## config.mk

```make
export PLATFORM = sky130hd
export DESIGN_NAME = axi_cache_wb_write_flat
export DESIGN_NICKNAME = d
export VERILOG_FILES = /design/src/rtl/axi_cache_wb_write_if.sv /design/src/rtl/axi_cache_wb_write.sv /design/src/flat_wrapper.sv
export SDC_FILE = /design/constraint.sdc
export NUM_CORES = 1
export LEC_CHECK = 0
export BUFFER_PORTS_ARGS = -buffer_cell sky130_fd_sc_hd__buf_2
export CAP_MARGIN = 20
export CORE_AREA = 4 4 260 262
export CTS_BUF_LIST = sky130_fd_sc_hd__clkbuf_8
export DETAILED_ROUTE_END_ITERATION = 16
export DIE_AREA = 0 0 264 266
export GPL_TIMING_DRIVEN = 0
export PLACE_DENSITY = 0.6
export SLEW_MARGIN = 40
export SYNTH_ARGS = -nofsm -noshare
export SYNTH_HDL_FRONTEND = slang
export SYNTH_SLANG_ARGS = --single-unit
```

## constraint.sdc

```tcl
create_clock -name aclk -period 2.4 [get_ports aclk]
set_input_delay 0.36 -clock aclk [delete_from_list [all_inputs] [get_ports aclk]]
set_output_delay 0.36 -clock aclk [all_outputs]
set_load 0.02 [all_outputs]
```

## src/rtl/axi_cache_wb_write_if.sv

```systemverilog
// AXI3 write-address, write-data and write-response channels between the
// cache writeback master and the bus.
interface axi_cache_wb_write_if;
    logic [3:0]  awid;
    logic [31:0] awaddr;
    logic [7:0]  awlen;
    logic [2:0]  awsize;
    logic [1:0]  awburst;
    logic [1:0]  awlock;
    logic [3:0]  awcache;
    logic [2:0]  awprot;
    logic        awvalid;
    logic        awready;

    logic [3:0]  wid;
    logic [31:0] wdata;
    logic [3:0]  wstrb;
    logic        wlast;
    logic        wvalid;
    logic        wready;

    logic [3:0]  bid;
    logic [1:0]  bresp;
    logic        bvalid;
    logic        bready;

    modport master (
        output awid, awaddr, awlen, awsize, awburst, awlock, awcache, awprot, awvalid,
        input  awready,
        output wid, wdata, wstrb, wlast, wvalid,
        input  wready,
        input  bid, bresp, bvalid,
        output bready
    );

    modport slave (
        input  awid, awaddr, awlen, awsize, awburst, awlock, awcache, awprot, awvalid,
        output awready,
        input  wid, wdata, wstrb, wlast, wvalid,
        output wready,
        output bid, bresp, bvalid,
        input  bready
    );
endinterface

```

## src/rtl/axi_cache_wb_write.sv

```systemverilog
// AXI3 write master: one line writeback (INCR burst) or one uncached store per request, AW -> W -> B.
// Define AXI_WB_BRESP_CHECK_EN to report bresp != OKAY on wr_err; otherwise wr_err is tied low.
module axi_cache_wb_write #(
    parameter int unsigned LINE_WORDS = 16,
    parameter logic [3:0]  WR_ID      = 4'd1
) (
    input  logic                       aclk,
    input  logic                       aresetn,
    input  logic                       wr_req,
    output logic                       wr_ready,
    input  logic                       wr_burst,
    input  logic [31:0]                wr_addr,
    input  logic [3:0]                 wr_strb,
    input  logic [32*LINE_WORDS-1:0]   wr_line,
    output logic                       wr_done,
    output logic                       wr_err,
    axi_cache_wb_write_if.master       axi
);
    localparam int unsigned CW = (LINE_WORDS > 1) ? $clog2(LINE_WORDS) : 1;

    typedef enum logic [1:0] {S_IDLE, S_AW, S_W, S_B} state_t;

    state_t                       r_state;
    state_t                       w_next;
    logic                         r_burst;
    logic [31:0]                  r_addr;
    logic [3:0]                   r_strb;
    logic [LINE_WORDS-1:0][31:0]  r_line;
    logic [CW-1:0]                r_cnt;
    logic                         r_wr_ready;
    logic                         r_wr_done;
    logic                         r_wr_err;
    logic [CW-1:0]                w_last_idx;
    logic                         w_at_last;
    logic                         w_accept;
    logic                         w_b_hs;

    assign w_last_idx = r_burst ? CW'(LINE_WORDS - 1) : '0;
    assign w_at_last  = (r_cnt == w_last_idx);
    assign w_accept   = (r_state == S_IDLE) && wr_req && r_wr_ready;
    assign w_b_hs     = (r_state == S_B) && axi.bvalid;

    always_ff @(posedge aclk or negedge aresetn) begin
        if (!aresetn) begin
            r_state <= S_IDLE;
        end else begin
            r_state <= w_next;
        end
    end

    always_comb begin
        w_next = r_state;
        case (r_state)
            S_IDLE: if (w_accept)                 w_next = S_AW;
            S_AW:   if (axi.awready)              w_next = S_W;
            S_W:    if (axi.wready && w_at_last)  w_next = S_B;
            S_B:    if (axi.bvalid)               w_next = S_IDLE;
            default:                              w_next = S_IDLE;
        endcase
    end

    always_comb begin
        axi.awid    = WR_ID;
        axi.awaddr  = r_addr;
        axi.awlen   = r_burst ? 8'(LINE_WORDS - 1) : 8'd0;
        axi.awsize  = 3'b010;
        axi.awburst = r_burst ? 2'b01 : 2'b00;
        axi.awlock  = '0;
        axi.awcache = '0;
        axi.awprot  = '0;
        axi.awvalid = (r_state == S_AW);
        axi.wid     = WR_ID;
        axi.wdata   = r_line[r_cnt];
        axi.wstrb   = r_burst ? 4'hf : r_strb;
        axi.wlast   = (r_state == S_W) && w_at_last;
        axi.wvalid  = (r_state == S_W);
        axi.bready  = (r_state == S_B);
    end

    // Request fields are captured whole so the requester may change them right after acceptance.
    always_ff @(posedge aclk or negedge aresetn) begin
        if (!aresetn) begin
            r_burst    <= 1'b0;
            r_addr     <= '0;
            r_strb     <= '0;
            r_line     <= '0;
            r_cnt      <= '0;
            r_wr_ready <= 1'b0;
            r_wr_done  <= 1'b0;
        end else begin
            if (w_accept) begin
                r_burst <= wr_burst;
                r_addr  <= wr_addr;
                r_strb  <= wr_strb;
                r_line  <= wr_line;
            end
            if ((r_state == S_AW) && axi.awready) begin
                r_cnt <= '0;
            end else if ((r_state == S_W) && axi.wready && !w_at_last) begin
                r_cnt <= r_cnt + 1'b1;
            end
            r_wr_ready <= (w_next == S_IDLE);
            r_wr_done  <= w_b_hs;
        end
    end

`ifdef AXI_WB_BRESP_CHECK_EN
    always_ff @(posedge aclk or negedge aresetn) begin
        if (!aresetn) begin
            r_wr_err <= 1'b0;
        end else begin
            r_wr_err <= w_b_hs && (axi.bresp != 2'b00);
        end
    end

    logic w_unused_b;
    assign w_unused_b = ^axi.bid;
`else
    assign r_wr_err = 1'b0;

    logic w_unused_b;
    assign w_unused_b = ^{axi.bid, axi.bresp};
`endif

    assign wr_ready = r_wr_ready;
    assign wr_done  = r_wr_done;
    assign wr_err   = r_wr_err;
endmodule

```

## src/flat_wrapper.sv

```systemverilog
// flat-port wrapper written by rule: the top's interface ports become plain ports
module axi_cache_wb_write_flat 
#(
    parameter int unsigned LINE_WORDS = 16,
    parameter logic [3:0]  WR_ID      = 4'd1
)
  (aclk, aresetn, wr_req, wr_ready, wr_burst, wr_addr, wr_strb, wr_line, wr_done, wr_err, axi_awid, axi_awaddr, axi_awlen, axi_awsize, axi_awburst, axi_awlock, axi_awcache, axi_awprot, axi_awvalid, axi_awready, axi_wid, axi_wdata, axi_wstrb, axi_wlast, axi_wvalid, axi_wready, axi_bid, axi_bresp, axi_bvalid, axi_bready);
  axi_cache_wb_write_if axi_i ();
  input  logic aclk;
  input  logic aresetn;
  input  logic wr_req;
  output logic wr_ready;
  input  logic wr_burst;
  input  logic [31:0] wr_addr;
  input  logic [3:0] wr_strb;
  input  logic [32*LINE_WORDS-1:0] wr_line;
  output logic wr_done;
  output logic wr_err;
  output wire logic [$bits(axi_i.awid)-1:0] axi_awid;
  output wire logic [$bits(axi_i.awaddr)-1:0] axi_awaddr;
  output wire logic [$bits(axi_i.awlen)-1:0] axi_awlen;
  output wire logic [$bits(axi_i.awsize)-1:0] axi_awsize;
  output wire logic [$bits(axi_i.awburst)-1:0] axi_awburst;
  output wire logic [$bits(axi_i.awlock)-1:0] axi_awlock;
  output wire logic [$bits(axi_i.awcache)-1:0] axi_awcache;
  output wire logic [$bits(axi_i.awprot)-1:0] axi_awprot;
  output wire logic [$bits(axi_i.awvalid)-1:0] axi_awvalid;
  input wire logic [$bits(axi_i.awready)-1:0] axi_awready;
  output wire logic [$bits(axi_i.wid)-1:0] axi_wid;
  output wire logic [$bits(axi_i.wdata)-1:0] axi_wdata;
  output wire logic [$bits(axi_i.wstrb)-1:0] axi_wstrb;
  output wire logic [$bits(axi_i.wlast)-1:0] axi_wlast;
  output wire logic [$bits(axi_i.wvalid)-1:0] axi_wvalid;
  input wire logic [$bits(axi_i.wready)-1:0] axi_wready;
  input wire logic [$bits(axi_i.bid)-1:0] axi_bid;
  input wire logic [$bits(axi_i.bresp)-1:0] axi_bresp;
  input wire logic [$bits(axi_i.bvalid)-1:0] axi_bvalid;
  output wire logic [$bits(axi_i.bready)-1:0] axi_bready;
  assign axi_awid = axi_i.awid;
  assign axi_awaddr = axi_i.awaddr;
  assign axi_awlen = axi_i.awlen;
  assign axi_awsize = axi_i.awsize;
  assign axi_awburst = axi_i.awburst;
  assign axi_awlock = axi_i.awlock;
  assign axi_awcache = axi_i.awcache;
  assign axi_awprot = axi_i.awprot;
  assign axi_awvalid = axi_i.awvalid;
  assign axi_i.awready = axi_awready;
  assign axi_wid = axi_i.wid;
  assign axi_wdata = axi_i.wdata;
  assign axi_wstrb = axi_i.wstrb;
  assign axi_wlast = axi_i.wlast;
  assign axi_wvalid = axi_i.wvalid;
  assign axi_i.wready = axi_wready;
  assign axi_i.bid = axi_bid;
  assign axi_i.bresp = axi_bresp;
  assign axi_i.bvalid = axi_bvalid;
  assign axi_bready = axi_i.bready;
  axi_cache_wb_write #(.LINE_WORDS(LINE_WORDS), .WR_ID(WR_ID)) u_core (.aclk(aclk), .aresetn(aresetn), .wr_req(wr_req), .wr_ready(wr_ready), .wr_burst(wr_burst), .wr_addr(wr_addr), .wr_strb(wr_strb), .wr_line(wr_line), .wr_done(wr_done), .wr_err(wr_err), .axi(axi_i));
endmodule
```

==> results of run 1 <==
[worst min-delay path by stage]
| stage | cells after the start | to |
|---|---|---|
| after floorplan | 0 | u_core.axi.awaddr[0] |
| after detailed placement | 1 | u_core.r_line[216] |
| final | 3 | u_core.r_state[0] |
| after global routing | 3 | u_core.r_state[0] |
| after CTS | 3 | u_core.r_state[0] |
| after global placement | 1 | u_core.r_line[98] |
[power groups by stage]
stage,clock (W),sequential (W),combinational [W]
after detailed placement,0,0.0168,0.0174
after CTS,0.00900,0.0166,0.0198
after floorplan,0,0.0161,0.0119
final,0.00881,0.0168,0.0200
after global routing,0.00944,0.0173,0.0212
after global placement,0,0.0165,0.0170
[cell usage in the layout (no fill, tap or decap), types with 9 or more instances in the layout]
master	count
mux2_2	498
clkinv_2	9
mux2_4	10
buf_6	72
nand2_1	26
buf_12	11
mux2_1	41
diode_2	19
dfrtp_1	557
a22oi_2	37
dlygate4sd3_1	553
buf_4	56
inv_1	29
clkbuf_2	13
a22oi_1	27
buf_2	631
mux4_2	128
clkbuf_8	125
conb_1	26
buf_16	14
[kinds of logic (layout without fill, tap and decap cells)]
logic type,Yosys count,in the layout,share of synthesized area
and+or+nand+nor,64,64,0.0126
DFF,557,557,0.558
other,2,45,0.000301
buffers and inverters,136,1530,0.0421
adders and majority gates,1,1,0.000501
muxes,679,679,0.365
AOI/OAI and AO/OA,73,73,0.0212
[metrics by stage]
step	total power, W	cell area [um2]	hold slack, ns	setup slack (ns)
2_1_floorplan	0.0280	25100	0.0644	0.348
3_3_place_gp	0.0335	29300	0.464	-10.46
3_5_place_dp	0.0341	29600	0.308	-0.933
4_1_cts	0.0455	37900	0.0283	-0.891
5_1_grt	0.0479	38000	0.132	-0.858
6_report	0.0456	38100	0.101	-0.768
[sequential cells by signal, indices dropped and copies added, names as in the netlist]
signal             cells
u_core.r_line        512
u_core.axi.awaddr     32
u_core.r_cnt           4
u_core.r_strb          4
u_core.r_state         2
u_core.r_burst         1
u_core.wr_done         1
u_core.wr_ready        1
[critical path: stages, from the launching register on]
cell and delay (ns):
dfrtp_1 0.39, buf_8 0.13, buf_6 0.12, buf_16 0.16
buf_12 0.13, mux4_2 0.54, a22oi_2 0.36, nand2_1 0.13
buf_2 0.18
[cell type report]
cell class                 instances  area share
antenna                           19     0.00125
buffer                           135      0.0338
clock buffer                     123      0.0445
clock inverter                    45     0.00694
multi-input combinational        843       0.271
sequential                       557       0.366
tap                              864      0.0284
timing repair buffer            1227       0.248
[routing by layer]
metal	global-route usage	up-vias	part of all wire
li1	-	8353	-
met1	0.320	9977	0.39
met2	0.456	795	0.51
met3	0.0489	221	0.057
met4	0.123	0	0.048
met5	0	-	0
[timing repair]
action / CTS / global route
endpoints found under the hold margin: 783 / 0
hold buffers: 553 / 0
gates resized for setup: 147 / 30
buffers inserted: 22 / 10
setup endpoints to repair: 33 / 33
pin swaps: 36 / 24
cloned: 3 / 0
==> out/metrics.cfg, run 1 <==
[clock_network]
clkTransAtPathRegs_ns = 0.06
cts_tree = yes
htreeDepth = 3
clkLatencyLatePin_ns = 0.68
clockBufferDepth = 3
root_buffer = clkbuf_8
cts_sinks = 557
numCtsBuffers = 97

[die]
ios = 666
rows = 94
core-area_um2 = 65400
start_util = 0.382
die_y_um = 266
die_w_um = 264
dieArea_um2 = 70200

[timing]
period_minus_slack_ns = 3.17
rsz0062_at_grt = yes
post-route-period-util = 1.32
drv_slew = 0
fmax_ghz = 0.316
worst_pin_slew_ns = 0.636
fin_skew_ns = 0.0228
relSlewSlack = 0.576
hold_viol_final = 0
finalSetupTns_ns = -22.89
setup_viol = 33
setup_slack_ns = -0.768

[logic_synthesis]
synth_cell_types = 29
synth_most_common_cell = dfrtp_1
avgSynthCellArea_um2 = 16.5
synth-seq-area-share = 0.558
ys_ff_latch = 557
ys.flop_type = dfrtp_1
synthArstFlopShare = 1.00
synth_commonest_cells = dfrtp_1 (557), mux2_2 (498), mux4_2 (128), a22oi_1 (64), buf_6 (51)
yosysWarnings = 0
synth_top_cell_by_area = dfrtp_1
netlist_area_um2 = 25000
synth_edf_count = 0
yosysTopAreaCellShare = 0.558
synth_area_leaders = dfrtp_1 (56%), mux2_2 (22%), mux4_2 (12%)
syn_inst = 1512

[power_and_ir_drop]
pwr_density_cell_nw_per_um2 = 1200
pwr-share-seq = 0.368
max-vdd-ir-drop_v = 0.000678
switching_power_w = 0.0155
p_clk_frac = 0.193
p_sw_frac = 0.339
p_leak_nw = 17.1
internal_power_w = 0.0301
pwr-share-comb = 0.439

[global_routing]
antenna_found_initial = 18
grt_overflow = 0
grtUsageTotal = 0.263
grt_pass1_wl_um = 138000
grt_max_degree = 75
grt_pass1_vias = 22166

[critical_path]
r2r_slack_ns = 0.16
cp_data_arrival_time_ns = 2.81
timing.rr.start = u_core.r_state[0]
rr_endpoint = u_core.r_line[4]
crit_end = axi_wdata[5]
critPathLaunchType = flop
reg2reg_depth = 5
path_class = flop to primary output
critPathLaunch = u_core.r_cnt[0]
cp_max_fo = 5
crit_path_end_kind = primary output
worstPathRequired_ns = 2.04

[placement]
portBuffers = 633
finalWeightedCongestion = 0.842
placed_cells = 3041
dp_hpwl_um = 66600

[hold_path]
min_from = axi_wready
hp-class = input pin to flop

[finish]
fillers = 5082
fin_cells = 3813
regArea_um2 = 13900
syn_to_final_growth_pct = 52.3
final_util = 0.582
drive_gt1_frac = 0.559
multi_input_area_um2 = 10300
nets = 3423

[drt]
totalWireLength_um = 93300
dr.pass1.iters = 5
ant_nets = 0
first_iter_violations = 1020
via_per_inst = 5.07
vias = 19346
routedWlPerCell_um = 24.5
drc = 0

[status]
failed_checks = setup timing
outcome = finished with violations

[flow_run]
max_cap_violations = 0

No activity file was read; power rests on OpenSTA's default activity.
==> inputs of run 2 (changes only) <==
--- a/config.mk
+++ b/config.mk
@@ -5,14 +5,15 @@
 export SDC_FILE = /design/constraint.sdc
 export NUM_CORES = 1
 export LEC_CHECK = 0
+export ABC_AREA = 1
 export BUFFER_PORTS_ARGS = -buffer_cell sky130_fd_sc_hd__buf_2
 export CAP_MARGIN = 20
-export CORE_AREA = 4 4 260 262
+export CORE_AREA = 4 4 258 260
 export CTS_BUF_LIST = sky130_fd_sc_hd__clkbuf_8
 export DETAILED_ROUTE_END_ITERATION = 16
-export DIE_AREA = 0 0 264 266
+export DIE_AREA = 0 0 262 264
 export GPL_TIMING_DRIVEN = 0
-export PLACE_DENSITY = 0.6
+export PLACE_DENSITY = 0.63
 export SLEW_MARGIN = 40
 export SYNTH_ARGS = -nofsm -noshare
 export SYNTH_HDL_FRONTEND = slang
==> out/metrics.cfg, run 2 <==
[status]
outcome = finished with violations
failed_checks = setup timing

[hold_path]
hp-class = input pin to flop

[logic_synthesis]
synth_most_common_cell = dfrtp_1
synth_commonest_cells = dfrtp_1 (557), nor2_1 (388), mux2_2 (382), o21ai_0 (232), nand2_1 (168)
synth_top_family_by_area = multiplexers
synth_edf_count = 0
synth_fa_ha_area_frac = 0.000479
avgSynthCellArea_um2 = 10.9
ys_ff_latch = 557
yosys.area_share.simple = 0.100
syn_inst = 2395
synth_xor_xnor_area_share = 0.000670
synth_top_cell_by_area = dfrtp_1
synthMuxAreaShare = 0.226
netlist_area_um2 = 26100
yosysTopAreaCellShare = 0.533
synth_area_leaders = dfrtp_1 (53%), mux2_2 (16%), mux2_4 (5.7%)
yosysWarnings = 0
synth_compound_area_frac = 0.0820
synthArstFlopShare = 1.00
synth_cell_types = 26
ys.flop_type = dfrtp_1
synth-seq-area-share = 0.533

[placement]
dp_hpwl_um = 85100
finalWeightedCongestion = 0.936
placed_cells = 3915
portBuffers = 633
place_ws_ns = -0.785

[critical_path]
timing.rr.start = u_core.r_state[1]
rr_endpoint = u_core.r_line[166]
crit_path_end_kind = primary output
crit_end = axi_wdata[0]
cp_max_fo = 7
max_stage_delay_ns = 0.41
cp_cell_sequence = buf_12, buf_16, buf_12, buf_8, o211ai_1, nand3_1, nand3_4, nand3_4, buf_6
worst_path_max_delay_cell = dfrtp_1
critPathLaunch = u_core.r_cnt[0]
worstPathRequired_ns = 2.04
r2r_slack_ns = 0.19
reg2reg_depth = 7
critPathLaunchType = flop
path_class = flop to primary output
cp_data_arrival_time_ns = 2.72

[global_routing]
grt_max_degree = 78
grt_busiest_layer = met2
grt_use_met2 = 0.574
grt_overflow = 0
grtUsageTotal = 0.338
antenna_found_initial = 10
grt_use_met1 = 0.404
grt_pass1_vias = 26864
grt_pass1_wl_um = 171000
met3_usage = 0.0748

[die]
die_y_um = 264
dieArea_um2 = 69200
ios = 666
start_util = 0.408
core-area_um2 = 64100
rows = 93
die_w_um = 262

[timing]
fin_skew_ns = 0.0251
post-route-period-util = 1.28
rsz0062_at_grt = yes
setup_slack_ns = -0.684
holdWs_ns = 0.109
period_minus_slack_ns = 3.08
relSlewSlack = 0.421
drv_slew = 0
fmax_ghz = 0.324
hold_viol_final = 0
setup_viol = 33
worst_pin_slew_ns = 0.868

[clock_network]
clkLatencyLatePin_ns = 0.70
clockBufferDepth = 3
htreeDepth = 3
numCtsBuffers = 97
root_buffer = clkbuf_8
cts_tree = yes
clkTransAtPathRegs_ns = 0.07
cts_sinks = 557

[finish]
regMostFlops = u_core.r_line
largest_register_ffs = 512
fin_cells = 4675
nets = 4307
layout_common_cells = buf_2 (651), dfrtp_1 (555), dlygate4sd3_1 (551)
final_util = 0.634
layout_commonest_cell = buf_2
syn_to_final_growth_pct = 55.5
drive_gt1_frac = 0.447

[drt]
via_per_inst = 5.31
vias = 24830
routedWlPerCell_um = 25.9
ant_nets = 0
first_iter_violations = 1744
drc = 0
totalWireLength_um = 121000
dr.pass1.iters = 7

[power_and_ir_drop]
max-vdd-ir-drop_v = 0.000980
p_leak_nw = 19.2
pwr_density_cell_nw_per_um2 = 1350

[flow_run]
max_cap_violations = 0

## run 2: cell types whose count changed after synthesis, sizes merged, moves of 64 or more
cell,change
a21oi,+72
o21ai,+239
inv,+81
mux4,-128
a22oi,-64
nand3,+100
nor2,+382
nand2,+134
## run 2: area by class of cell
class | instances | area [um2]
Antenna cell | 8 | 20.0
Multi-Input combinational cell | 1580 | 12000
Tap cell | 855 | 1070
Buffer | 195 | 1630
Clock inverter | 46 | 230
Inverter | 83 | 330
Timing Repair Buffer | 1231 | 9730
Sequential cell | 557 | 13900
Clock buffer | 120 | 1650
Fill cell | 4881 | 23500
## run 2: repair_timing
action,CTS,global route
pin swaps,77,81
gates cloned,9,3
endpoints found under the hold margin,725,0
endpoints found under the setup margin,33,33
hold buffers,551,0
gates resized for setup,468,156
buffers inserted,14,15
## run 2: cells by family (layout without fill, tap and decap cells)
group	count (synthesis)	in the layout
AOI/OAI and AO/OA	398	398
xor gates and xnor gates	2	2
adders and majority gates	1	1
buffers and inverters	282	1675
DFF	557	557
muxes	492	492
other	2	34
and+or+nand+nor	661	661
## run 2: worst min path at each step
stage / start / to / slack [ns] / cells past startpoint
2_1_floorplan: aresetn / u_core.axi.awaddr[0] / 0.06 / 0
3_3_place_gp: u_core.r_line[475] / u_core.r_line[475] / 0.47 / 1
3_5_place_dp: aresetn / u_core.r_line[205] / 0.31 / 1
4_1_cts: axi_awready / u_core.r_state[0] / 0.05 / 6
5_1_grt: axi_wready / u_core.r_state[0] / 0.13 / 7
6_report: axi_wready / u_core.r_state[0] / 0.11 / 7
## run 2: metrics by stage
stage / total power, W / setup TNS (ns) / cell area [um2]
5_1_grt: 0.0573 / -22.90 / 40600
6_report: 0.0549 / -19.15 / 40600
2_1_floorplan: 0.0301 / 0 / 26200
3_3_place_gp: 0.0387 / -5774.00 / 30500
4_1_cts: 0.0529 / -20.06 / 40000
3_5_place_dp: 0.0394 / -16.44 / 30700
## run 2: routing by layer
layer / up-vias / wire (um)
li1: 10817 / -
met1: 12449 / 46200
met2: 1223 / 59200
met3: 337 / 8840
met4: 4 / 6870
met5: - / 21
## run 2: worst max-delay path: cells and delay by family, from the launching register on
family                 cells  cell delay (ns)
AO/OA/AOI/OAI              1             0.35
AND/OR/NAND/NOR            3             0.48
flip-flops                 1             0.41
buffers and inverters      5             0.77
## run 2: where the power goes
group | switching [W] | leakage [nW] | internal (W)
logic | 0.0161 | 11.6 | 0.0130
clock network | 0.00413 | 1.09 | 0.00450
registers | 0.00290 | 6.54 | 0.0142
